===== src/rtl/inst_loader_encoder.sv =====
`default_nettype none
// ============================================================================
//  Module   : inst_loader_encoder
//  Purpose  : Program loader for the pipeline.  Takes symbolic instruction
//             descriptors on a valid/ready stream, encodes each into a 32-bit
//             MIPS word (the opcode/funct set the controller decodes) and
//             writes the words sequentially into instruction memory while the
//             CPU is held in reset.
//  Ports    :
//     clk, rst            clock, synchronous active-high reset
//     start, finish       open / close a load session
//     in_valid, in_ready  descriptor handshake
//     in_kind             instruction kind (0..15 legal, 16..31 illegal)
//     in_rs, in_rt, in_rd, in_shamt, in_imm, in_target   descriptor fields
//     imem_wen, imem_addr, imem_data   instruction memory write port
//     cpu_hold            CPU reset request (low only once loading is done)
//     busy                session in progress (LOAD or FLUSH)
//     count               words written in the current session
//     err_kind, err_full  sticky session error flags
//  Revision : 1.0 - initial release
// ============================================================================
module inst_loader_encoder #(
   parameter int ADDR_W = 8,
   parameter int DEPTH  = 256,
   parameter int BASE   = 0
) (
   input  logic              clk,
   input  logic              rst,
   input  logic              start,
   input  logic              finish,
   input  logic              in_valid,
   output logic              in_ready,
   input  logic [4:0]        in_kind,
   input  logic [4:0]        in_rs,
   input  logic [4:0]        in_rt,
   input  logic [4:0]        in_rd,
   input  logic [4:0]        in_shamt,
   input  logic [15:0]       in_imm,
   input  logic [25:0]       in_target,
   output logic              imem_wen,
   output logic [ADDR_W-1:0] imem_addr,
   output logic [31:0]       imem_data,
   output logic              cpu_hold,
   output logic              busy,
   output logic [ADDR_W:0]   count,
   output logic              err_kind,
   output logic              err_full
);

   // ------------------------------------------------------------------------
   // Constants
   // ------------------------------------------------------------------------
   localparam logic [1:0] c_st_idle  = 2'd0;
   localparam logic [1:0] c_st_load  = 2'd1;
   localparam logic [1:0] c_st_flush = 2'd2;
   localparam logic [1:0] c_st_done  = 2'd3;

   localparam logic [ADDR_W:0]   c_depth = (ADDR_W+1)'(DEPTH);
   localparam logic [ADDR_W-1:0] c_base  = ADDR_W'(BASE);

   // Descriptor kinds
   localparam logic [4:0] c_k_add  = 5'd0;
   localparam logic [4:0] c_k_sub  = 5'd1;
   localparam logic [4:0] c_k_and  = 5'd2;
   localparam logic [4:0] c_k_or   = 5'd3;
   localparam logic [4:0] c_k_slt  = 5'd4;
   localparam logic [4:0] c_k_sll  = 5'd5;
   localparam logic [4:0] c_k_srl  = 5'd6;
   localparam logic [4:0] c_k_jr   = 5'd7;
   localparam logic [4:0] c_k_j    = 5'd8;
   localparam logic [4:0] c_k_beq  = 5'd9;
   localparam logic [4:0] c_k_bne  = 5'd10;
   localparam logic [4:0] c_k_addi = 5'd11;
   localparam logic [4:0] c_k_andi = 5'd12;
   localparam logic [4:0] c_k_ori  = 5'd13;
   localparam logic [4:0] c_k_lw   = 5'd14;
   localparam logic [4:0] c_k_sw   = 5'd15;

   // Opcodes / function codes
   localparam logic [5:0] c_op_rtype = 6'h00;
   localparam logic [5:0] c_op_j     = 6'h02;
   localparam logic [5:0] c_op_beq   = 6'h04;
   localparam logic [5:0] c_op_bne   = 6'h05;
   localparam logic [5:0] c_op_addi  = 6'h08;
   localparam logic [5:0] c_op_andi  = 6'h0C;
   localparam logic [5:0] c_op_ori   = 6'h0D;
   localparam logic [5:0] c_op_lw    = 6'h23;
   localparam logic [5:0] c_op_sw    = 6'h2B;

   localparam logic [5:0] c_fn_add   = 6'h20;
   localparam logic [5:0] c_fn_sub   = 6'h22;
   localparam logic [5:0] c_fn_and   = 6'h24;
   localparam logic [5:0] c_fn_or    = 6'h25;
   localparam logic [5:0] c_fn_slt   = 6'h2A;
   localparam logic [5:0] c_fn_sll   = 6'h00;
   localparam logic [5:0] c_fn_srl   = 6'h02;
   localparam logic [5:0] c_fn_jr    = 6'h08;

   // ------------------------------------------------------------------------
   // Registers
   // ------------------------------------------------------------------------
   logic [1:0]        r_state;
   logic [ADDR_W:0]   r_count;
   logic              r_wen;
   logic [ADDR_W-1:0] r_addr;
   logic [31:0]       r_data;
   logic              r_err_kind;
   logic              r_err_full;

   // ------------------------------------------------------------------------
   // Combinational
   // ------------------------------------------------------------------------
   logic        w_in_load;
   logic        w_ready;
   logic        w_accept;
   logic        w_full_hit;
   logic        w_legal;
   logic [31:0] w_word;

   assign w_in_load  = (r_state == c_st_load);
   assign w_ready    = w_in_load && (r_count < c_depth);
   assign w_accept   = in_valid && w_ready;
   assign w_full_hit = in_valid && w_in_load && (r_count == c_depth);

   // Instruction encoder. Fields a kind does not use are forced to zero so
   // the written word depends only on the fields that kind defines.
   always_comb begin
      w_legal = 1'b1;
      w_word  = 32'd0;
      case (in_kind)
         c_k_add:  w_word = {c_op_rtype, in_rs, in_rt, in_rd, 5'd0, c_fn_add};
         c_k_sub:  w_word = {c_op_rtype, in_rs, in_rt, in_rd, 5'd0, c_fn_sub};
         c_k_and:  w_word = {c_op_rtype, in_rs, in_rt, in_rd, 5'd0, c_fn_and};
         c_k_or:   w_word = {c_op_rtype, in_rs, in_rt, in_rd, 5'd0, c_fn_or};
         c_k_slt:  w_word = {c_op_rtype, in_rs, in_rt, in_rd, 5'd0, c_fn_slt};
         c_k_sll:  w_word = {c_op_rtype, 5'd0, in_rt, in_rd, in_shamt, c_fn_sll};
         c_k_srl:  w_word = {c_op_rtype, 5'd0, in_rt, in_rd, in_shamt, c_fn_srl};
         c_k_jr:   w_word = {c_op_rtype, in_rs, 5'd0, 5'd0, 5'd0, c_fn_jr};
         c_k_j:    w_word = {c_op_j, in_target};
         c_k_beq:  w_word = {c_op_beq, in_rs, in_rt, in_imm};
         c_k_bne:  w_word = {c_op_bne, in_rs, in_rt, in_imm};
         c_k_addi: w_word = {c_op_addi, in_rs, in_rt, in_imm};
         c_k_andi: w_word = {c_op_andi, in_rs, in_rt, in_imm};
         c_k_ori:  w_word = {c_op_ori, in_rs, in_rt, in_imm};
         c_k_lw:   w_word = {c_op_lw, in_rs, in_rt, in_imm};
         c_k_sw:   w_word = {c_op_sw, in_rs, in_rt, in_imm};
         default: begin
            w_legal = 1'b0;
            w_word  = 32'd0;
         end
      endcase
   end

   // ------------------------------------------------------------------------
   // Sequential
   // ------------------------------------------------------------------------
   always_ff @(posedge clk) begin
      if (rst) begin
         r_state    <= c_st_idle;
         r_count    <= '0;
         r_wen      <= 1'b0;
         r_addr     <= c_base;
         r_data     <= 32'd0;
         r_err_kind <= 1'b0;
         r_err_full <= 1'b0;
      end else begin
         // Write strobe is a single-cycle pulse following each legal accept.
         r_wen <= 1'b0;

         if (w_accept) begin
            if (w_legal) begin
               r_wen   <= 1'b1;
               // Address is taken from the pre-increment count and wraps
               // naturally at the memory's address width.
               r_addr  <= c_base + r_count[ADDR_W-1:0];
               r_data  <= w_word;
               r_count <= r_count + 1'b1;
            end else begin
               r_err_kind <= 1'b1;
            end
         end

         if (w_full_hit) begin
            r_err_full <= 1'b1;
         end

         // Session control. Accepts only happen in LOAD, so the session
         // clears on entry never collide with the accept updates above.
         case (r_state)
            c_st_idle, c_st_done: begin
               if (start) begin
                  r_state    <= c_st_load;
                  r_count    <= '0;
                  r_addr     <= c_base;
                  r_err_kind <= 1'b0;
                  r_err_full <= 1'b0;
               end
            end
            c_st_load: begin
               if (finish) begin
                  r_state <= c_st_flush;
               end
            end
            c_st_flush: begin
               // One cycle lets a beat accepted alongside finish land in
               // memory before the CPU is released.
               r_state <= c_st_done;
            end
            default: begin
               r_state <= c_st_idle;
            end
         endcase
      end
   end

   // ------------------------------------------------------------------------
   // Outputs
   // ------------------------------------------------------------------------
   // Gating with rst drops a write that is pending when reset arrives.
   assign imem_wen  = r_wen && !rst;
   assign imem_addr = r_addr;
   assign imem_data = r_data;
   assign in_ready  = w_ready;
   assign cpu_hold  = (r_state != c_st_done);
   assign busy      = (r_state == c_st_load) || (r_state == c_st_flush);
   assign count     = r_count;
   assign err_kind  = r_err_kind;
   assign err_full  = r_err_full;

endmodule
`default_nettype wire


===== config.mk =====
export PLATFORM = sky130hd
export DESIGN_NAME = inst_loader_encoder
export DESIGN_NICKNAME = d
export VERILOG_FILES = /design/src/rtl/inst_loader_encoder.sv
export SDC_FILE = /design/constraint.sdc
export NUM_CORES = 1
export LEC_CHECK = 0
export ABC_AREA = 1
export BUFFER_PORTS_ARGS = -buffer_cell sky130_fd_sc_hd__buf_2
export CAP_MARGIN = 20
export CELL_PAD_IN_SITES_DETAIL_PLACEMENT = 1
export CELL_PAD_IN_SITES_GLOBAL_PLACEMENT = 1
export CORE_MARGIN = 4
export CORE_UTILIZATION = 31
export DETAILED_ROUTE_END_ITERATION = 7
export HOLD_SLACK_MARGIN = 0.02
export PLACE_DENSITY_LB_ADDON = 0.1
export RECOVER_POWER = 100
export SYNTH_ARGS = -nofsm -noshare
export SYNTH_HDL_FRONTEND = slang
export SYNTH_SLANG_ARGS = --single-unit

===== constraint.sdc =====
create_clock -name clk -period 1.58 [get_ports clk]
set_input_delay 0.158 -clock clk [delete_from_list [all_inputs] [get_ports clk]]
set_output_delay 0.158 -clock clk [all_outputs]
set_load 0.01 [all_outputs]

* Yosys cells after proc, flatten, opt, wreduce, memory -nomap -nowiden
Cells that the tools add are included.
** Word-level totals
- Register bits after elaboration :: 54
- Logic and storage cells :: 67
** Operators by class
- Add/sub/neg operators :: 1
- Magnitude comparators :: 1
- Eq/ne operators :: 22
- Multiplexer cells :: 21
- Bitwise logic cells :: 1
- Reductions and logical operators :: 14
** Operator list (number)
- one-hot mux 32 bit (16 select lines) :: 1
- equality test 5 x 4 -> 1 bit, second input constant :: 8
- 2-to-1 mux 9 bit :: 4
- 2-to-1 mux 8 bit :: 4
- equality test 5 x 3 -> 1 bit, second input constant :: 4
- OR reduction 16 bit :: 1
- equality test 5 x 2 -> 1 bit, second input constant :: 2
- adder 9 x 1 -> 9 bit, second input constant :: 1
- equality test 9 bit, second input constant :: 1
- less-than comparator 9 bit, second input constant :: 1
- 2-to-1 mux 1 bit :: 9
- inequality test 2 bit, second input constant :: 3
- one-hot mux 2 bit (3 select lines) :: 1
- equality test 5 x 1 -> 1 bit, second input constant :: 1
- logical AND 1 bit :: 5
- zero test 5 bit :: 1
- equality test 2 bit, second input constant :: 2
- 2-to-1 mux 2 bit :: 2
- AND reduction 2 bit :: 2
- OR reduction 2 bit :: 2
- equality test 2 x 1 -> 1 bit, second input constant :: 1
- zero test 2 bit :: 1
- zero test 1 bit :: 1
- logical OR 1 bit :: 1
- NOT 1 bit :: 1

* Longest topological paths before layout
- Depth in word-level cells :: 7
- Depth in mapped cells :: 9
- Mapped depth without buffers :: 9

* Worst setup path after synthesis
Ideal clock, no wire load.
- Path kind :: register to register
- From :: register r_state[0]
- To :: register r_count[1], in the netlist count[1]
- Library setup time :: 0.119 ns
- Arrival :: 1.304 ns
- Data required time :: 1.461 ns
- Slack :: 0.157 ns
- Stages on the path, launching flop included :: 8
- Path buffers :: 1
- Period minus slack after synthesis :: 1.423 ns
- Cells stage by stage :: dfxtp_1 ha_1 inv_1 nor2_1 nand3_1 buf_2 o21ai_0 a21oi_1
** Between the ends
- Word-level cells in the longest chain between the ends :: 6
- Elaborated cells on any way between the ends :: 9
- Those cells by class :: 2 x eq/ne; 3 x mux; 4 x reduce/logical
** RTL lines
- start: declaration :: RTL line 102 : logic [1:0] r_state;
- start signal: assignment :: RTL line 159 : r_state <= c_st_idle;
- start signal: assignment :: RTL line 192 : r_state <= c_st_load;
- start signal: assignment :: RTL line 201 : r_state <= c_st_flush;
- equality test 2 x 1 -> 1 bit (*) :: RTL line 120 : assign w_in_load = (r_state == c_st_load);
- logical AND 1 bit (*) :: RTL line 121 : assign w_ready = w_in_load && (r_count < c_depth);
- via in_ready :: RTL line 32 : output logic in_ready,
- logical AND 1 bit (*) :: RTL line 122 : assign w_accept = in_valid && w_ready;
- 2-to-1 mux 9 bit (*) :: RTL line 170 : if (w_accept) begin
- 2-to-1 mux 9 bit :: RTL line 191 : if (start) begin
- 2-to-1 mux 9 bit (*) :: RTL line 189 : case (r_state)
- end signal: assignment :: RTL line 177 : r_count <= r_count + 1'b1;
- end: declaration :: RTL line 103 : logic [ADDR_W:0] r_count;
Mark *: on every way through the listed nets, which the timed path passes. The rest lies on a longest branch.
A chain may end at the register's enable or synchronous reset.

* Worst setup path in the final report
- From :: register r_state[1]
- To :: register r_data[11], in the netlist imem_data[11]
** Between the ends
- Word-level cells in the longest chain between the ends :: 4
** RTL lines
- equality test 2 x 1 -> 1 bit :: RTL line 120
- logical AND 1 bit :: RTL line 121
- logical AND 1 bit :: RTL line 122
- AND reduction 2 bit (no line)
- end signal: assignment :: RTL line 176 : r_data <= w_word;
- end: declaration :: RTL line 106 : logic [31:0] r_data;
Every way passes these cells.

==> metrics.md <==
| Metric | Value |
|---|---|
| Crit Path Class | `register to register` |
| Pleak | `1.76 nW` |
| Total standard cell area after synthesis | `0.00283 mm^2` |
| Post-CTS clock slew at the launch and capture registers of the worst setup and hold paths | `0.11 ns` |
| Required time at the worst-slack endpoint | `1.80 ns` |
| Number of CTS-inserted buffers | `5` |
| Number of register bits inferred by synthesis | `53` |
| Antenna violations before repair | `0` |
| Ordered cell list for the critical path | `inv_2, ha_4, nand3_4, nor2_4, buf_6, nand2_1, nor2_1, a21oi_1` |
| DRC | `0` |
| Total of buffers placed on input and output ports | `125` |
| Seq/Total Area, Yosys | `0.375` |
| Min Clock Period, post-route | `1.42 ns` |
| Total chip power | `3.53 mW` |
| Endpoint kind of the worst setup timing path | `register` |
| Critical path origin | `r_state[1]` |
| DRC marker count from the first detailed-route iteration | `88` |
| Vias in the first global route | `3393` |
| Most frequent standard cell in the layout excluding fill and tap cells | `sky130_fd_sc_hd__nor2_1` |
| Number of pins exceeding their max-slew limit in the final report | `0` |
| Commonest cells after routing, fill and taps aside | `sky130_fd_sc_hd__nor2_1 (78), sky130_fd_sc_hd__buf_2 (75), sky130_fd_sc_hd__nand2_1 (73)` |
| Deepest level of the CTS H-tree | `2` |
| Number of buffer and inverter stages on the critical path | `2` |
| Yosys warns | `0` |
| Post-Syn Nets | `516` |
| Cell with the largest stage delay on the worst path | `sky130_fd_sc_hd__dfxtp_1` |
| Gate family responsible for the most delay along the worst path | `simple AND/OR/NAND/NOR gates` |
| Path class of the lowest-slack min-delay path | `primary input to register` |
| Layout area overhead | `32.1%` |
| Startpoint of the most critical register-to-register path | `r_state[1]` |
| Congestion Overflow GR | `0` |
| Root buffer cell | `sky130_fd_sc_hd__clkbuf_8` |
| Status | `finished, final reports clean` |
| Crit path largest cell delay | `0.35 ns` |
| Kind of launch point of the worst setup path | `register` |
| Final RePlAce weighted congestion | `0.865` |
| Diode count | `0` |
| Die Area | `0.0107 mm^2` |
| Die X | `103 um` |
| Setup skew after layout | `0.00685 ns` |
| Highest attainable clock frequency | `705 MHz` |
| Pre-Repair DR Iteration Count | `4` |
| Die Span Y | `103 um` |
| HP Start | `rst` |
| Netlist cell types | `26` |
| Area of the core | `0.00881 mm^2` |
| Number of hold buffers added after cts | `0` |
| Total clock sinks | `53` |
| CTS tree | `done` |
| Share of final-layout standard cells stronger than drive strength 1 | `0.205` |
| Residual antenna-violating net count after detailed routing | `0` |
| Max-cap violation count | `0` |
| Vias after detailed routing | `3350` |
| Net total in the final layout | `650` |
| Setup TNS | `0 ns` |
| Max VDD drop | `0.419 mV` |
| Number of placement rows | `34` |
| Maximum count of clock buffers along a single path | `2` |
| Sum of routed wire length over all layers | `10300 um` |
| Cells after synthesis | `440` |
| # IOs | `127` |
| Worst endpoint data arrival time | `1.64 ns` |
| Overall Global Routing Usage | `0.188` |
| Total setup violations reported at the end of the flow | `0` |
| Share of the core filled with cells in the final layout | `0.424` |
| Wire length of the first global-routing pass | `16000 um` |
| Maximum number of pins on one net before global-route repair | `31` |
| Half-perimeter wire length after placement | `7910 um` |
| Per-instance average area after synthesis | `6.42 um^2` |
| Vias per std cell | `4.90` |
| Number of hold-slack violations in the final timing report | `0` |
| Fin Hold WS | `0.0733 ns` |
| Fin crit share | `0.898` |
| Post-detailed-route wirelength per cell | `15.0 um` |
| Pwr dens | `946 mW/mm^2` |
| Clk Latency, worst-skew pair | `0.32 ns` |
| Initial core utilization | `0.321` |
| CP Max Fanout | `28` |
==> synthesized netlist by cell type (all sizes together) <==
cell,number,area share
o21ai,51,0.090
nand4,18,0.040
ha,4,0.018
clkbuf,6,0.0080
conb,1,0.0013
dfxtp,53,0.38
xor2,1,0.0031
nand2,75,0.10
nand3,33,0.063
o22ai,1,0.0022
inv,59,0.078
buf,15,0.032
nor3,4,0.0071
a21oi,35,0.062
o21a,1,0.0027
a31oi,3,0.0066
nor2,80,0.11
==> worst register-to-register path: stages (launching register included) <==
cell and delay (ns):
sky130_fd_sc_hd__dfxtp_1 0.35, sky130_fd_sc_hd__inv_2 0.07, sky130_fd_sc_hd__ha_4 0.15, sky130_fd_sc_hd__nand3_4 0.09, sky130_fd_sc_hd__nor2_4 0.18, sky130_fd_sc_hd__buf_6 0.23
sky130_fd_sc_hd__nand2_1 0.10, sky130_fd_sc_hd__nor2_1 0.09, sky130_fd_sc_hd__a21oi_1 0.07
==> cell type report <==
class,count,area [um^2]
clock inverters,2,16.3
repair buffers,148,743
inverters,59,221
clock buffers,6,82.6
fillers,1233,5070
well taps,108,135
flip-flops and latches,53,1060
multi-input cells,307,1470
==> sequential cells by signal (all words and copies together), names as in the netlist <==
signal / flops
count: 9
err_full: 1
err_kind: 1
imem_addr: 8
imem_data: 31
r_state: 2
r_wen: 1
==> worst paths after layout <==
path | to | slack (ns) | cells past startpoint
max | imem_data[11] | 0.16 | 8
min | r_state[0] | 0.07 | 2
min reg2reg | imem_addr[2] | 0.48 | 2
max reg2reg | imem_data[11] | 0.16 | 8
==> logic make-up (layout without fill, tap and decap cells) <==
logic type	after synthesis	count (layout)	synth area share
xor+xnor	1	1	0.00310
simple gates	210	210	0.320
flops	53	53	0.375
compound gates	91	91	0.164
other cells	1	1	0.00133
buf+inv	80	215	0.119
fa+ha+maj	4	4	0.0177
==> stage by stage <==
stage	setup slack [ns]	area, um^2	std cells
CTS	0.00694	3730	680
detailed placement	0.0270	3630	672
global route	-0.0143	3730	683
finish	0.161	3730	683
floorplan	0.157	2830	440
global placement	0.0858	3630	672
==> layer usage <==
| layer | wire (um) | global-route usage | vias up |
|---|---|---|---|
| li1 | - | - | 1687 |
| met1 | 4460 | 0.234 | 1574 |
| met2 | 5100 | 0.338 | 80 |
| met3 | 598 | 0.0342 | 9 |
| met4 | 92 | 0.0369 | 0 |
| met5 | 0 | 0 | - |
==> repair_timing <==
| item | 4_1_cts | 5_1_grt |
|---|---|---|
| setup endpoints to repair | 1 | 42 |
| setup buffers | 0 | 3 |
| endpoints found under the hold margin | 0 | 0 |
| resized for setup | 1 | 15 |
| pin swaps | 0 | 2 |
==> power by group <==
part           leakage [nW]  switching (mW)  internal (mW)
Sequential            0.430          0.0880           1.48
Combinational          1.28           0.649          0.425
Clock                0.0478           0.528          0.363
Total                  1.76            1.27           2.27
Note: power is estimated with default switching activity, not from simulation.
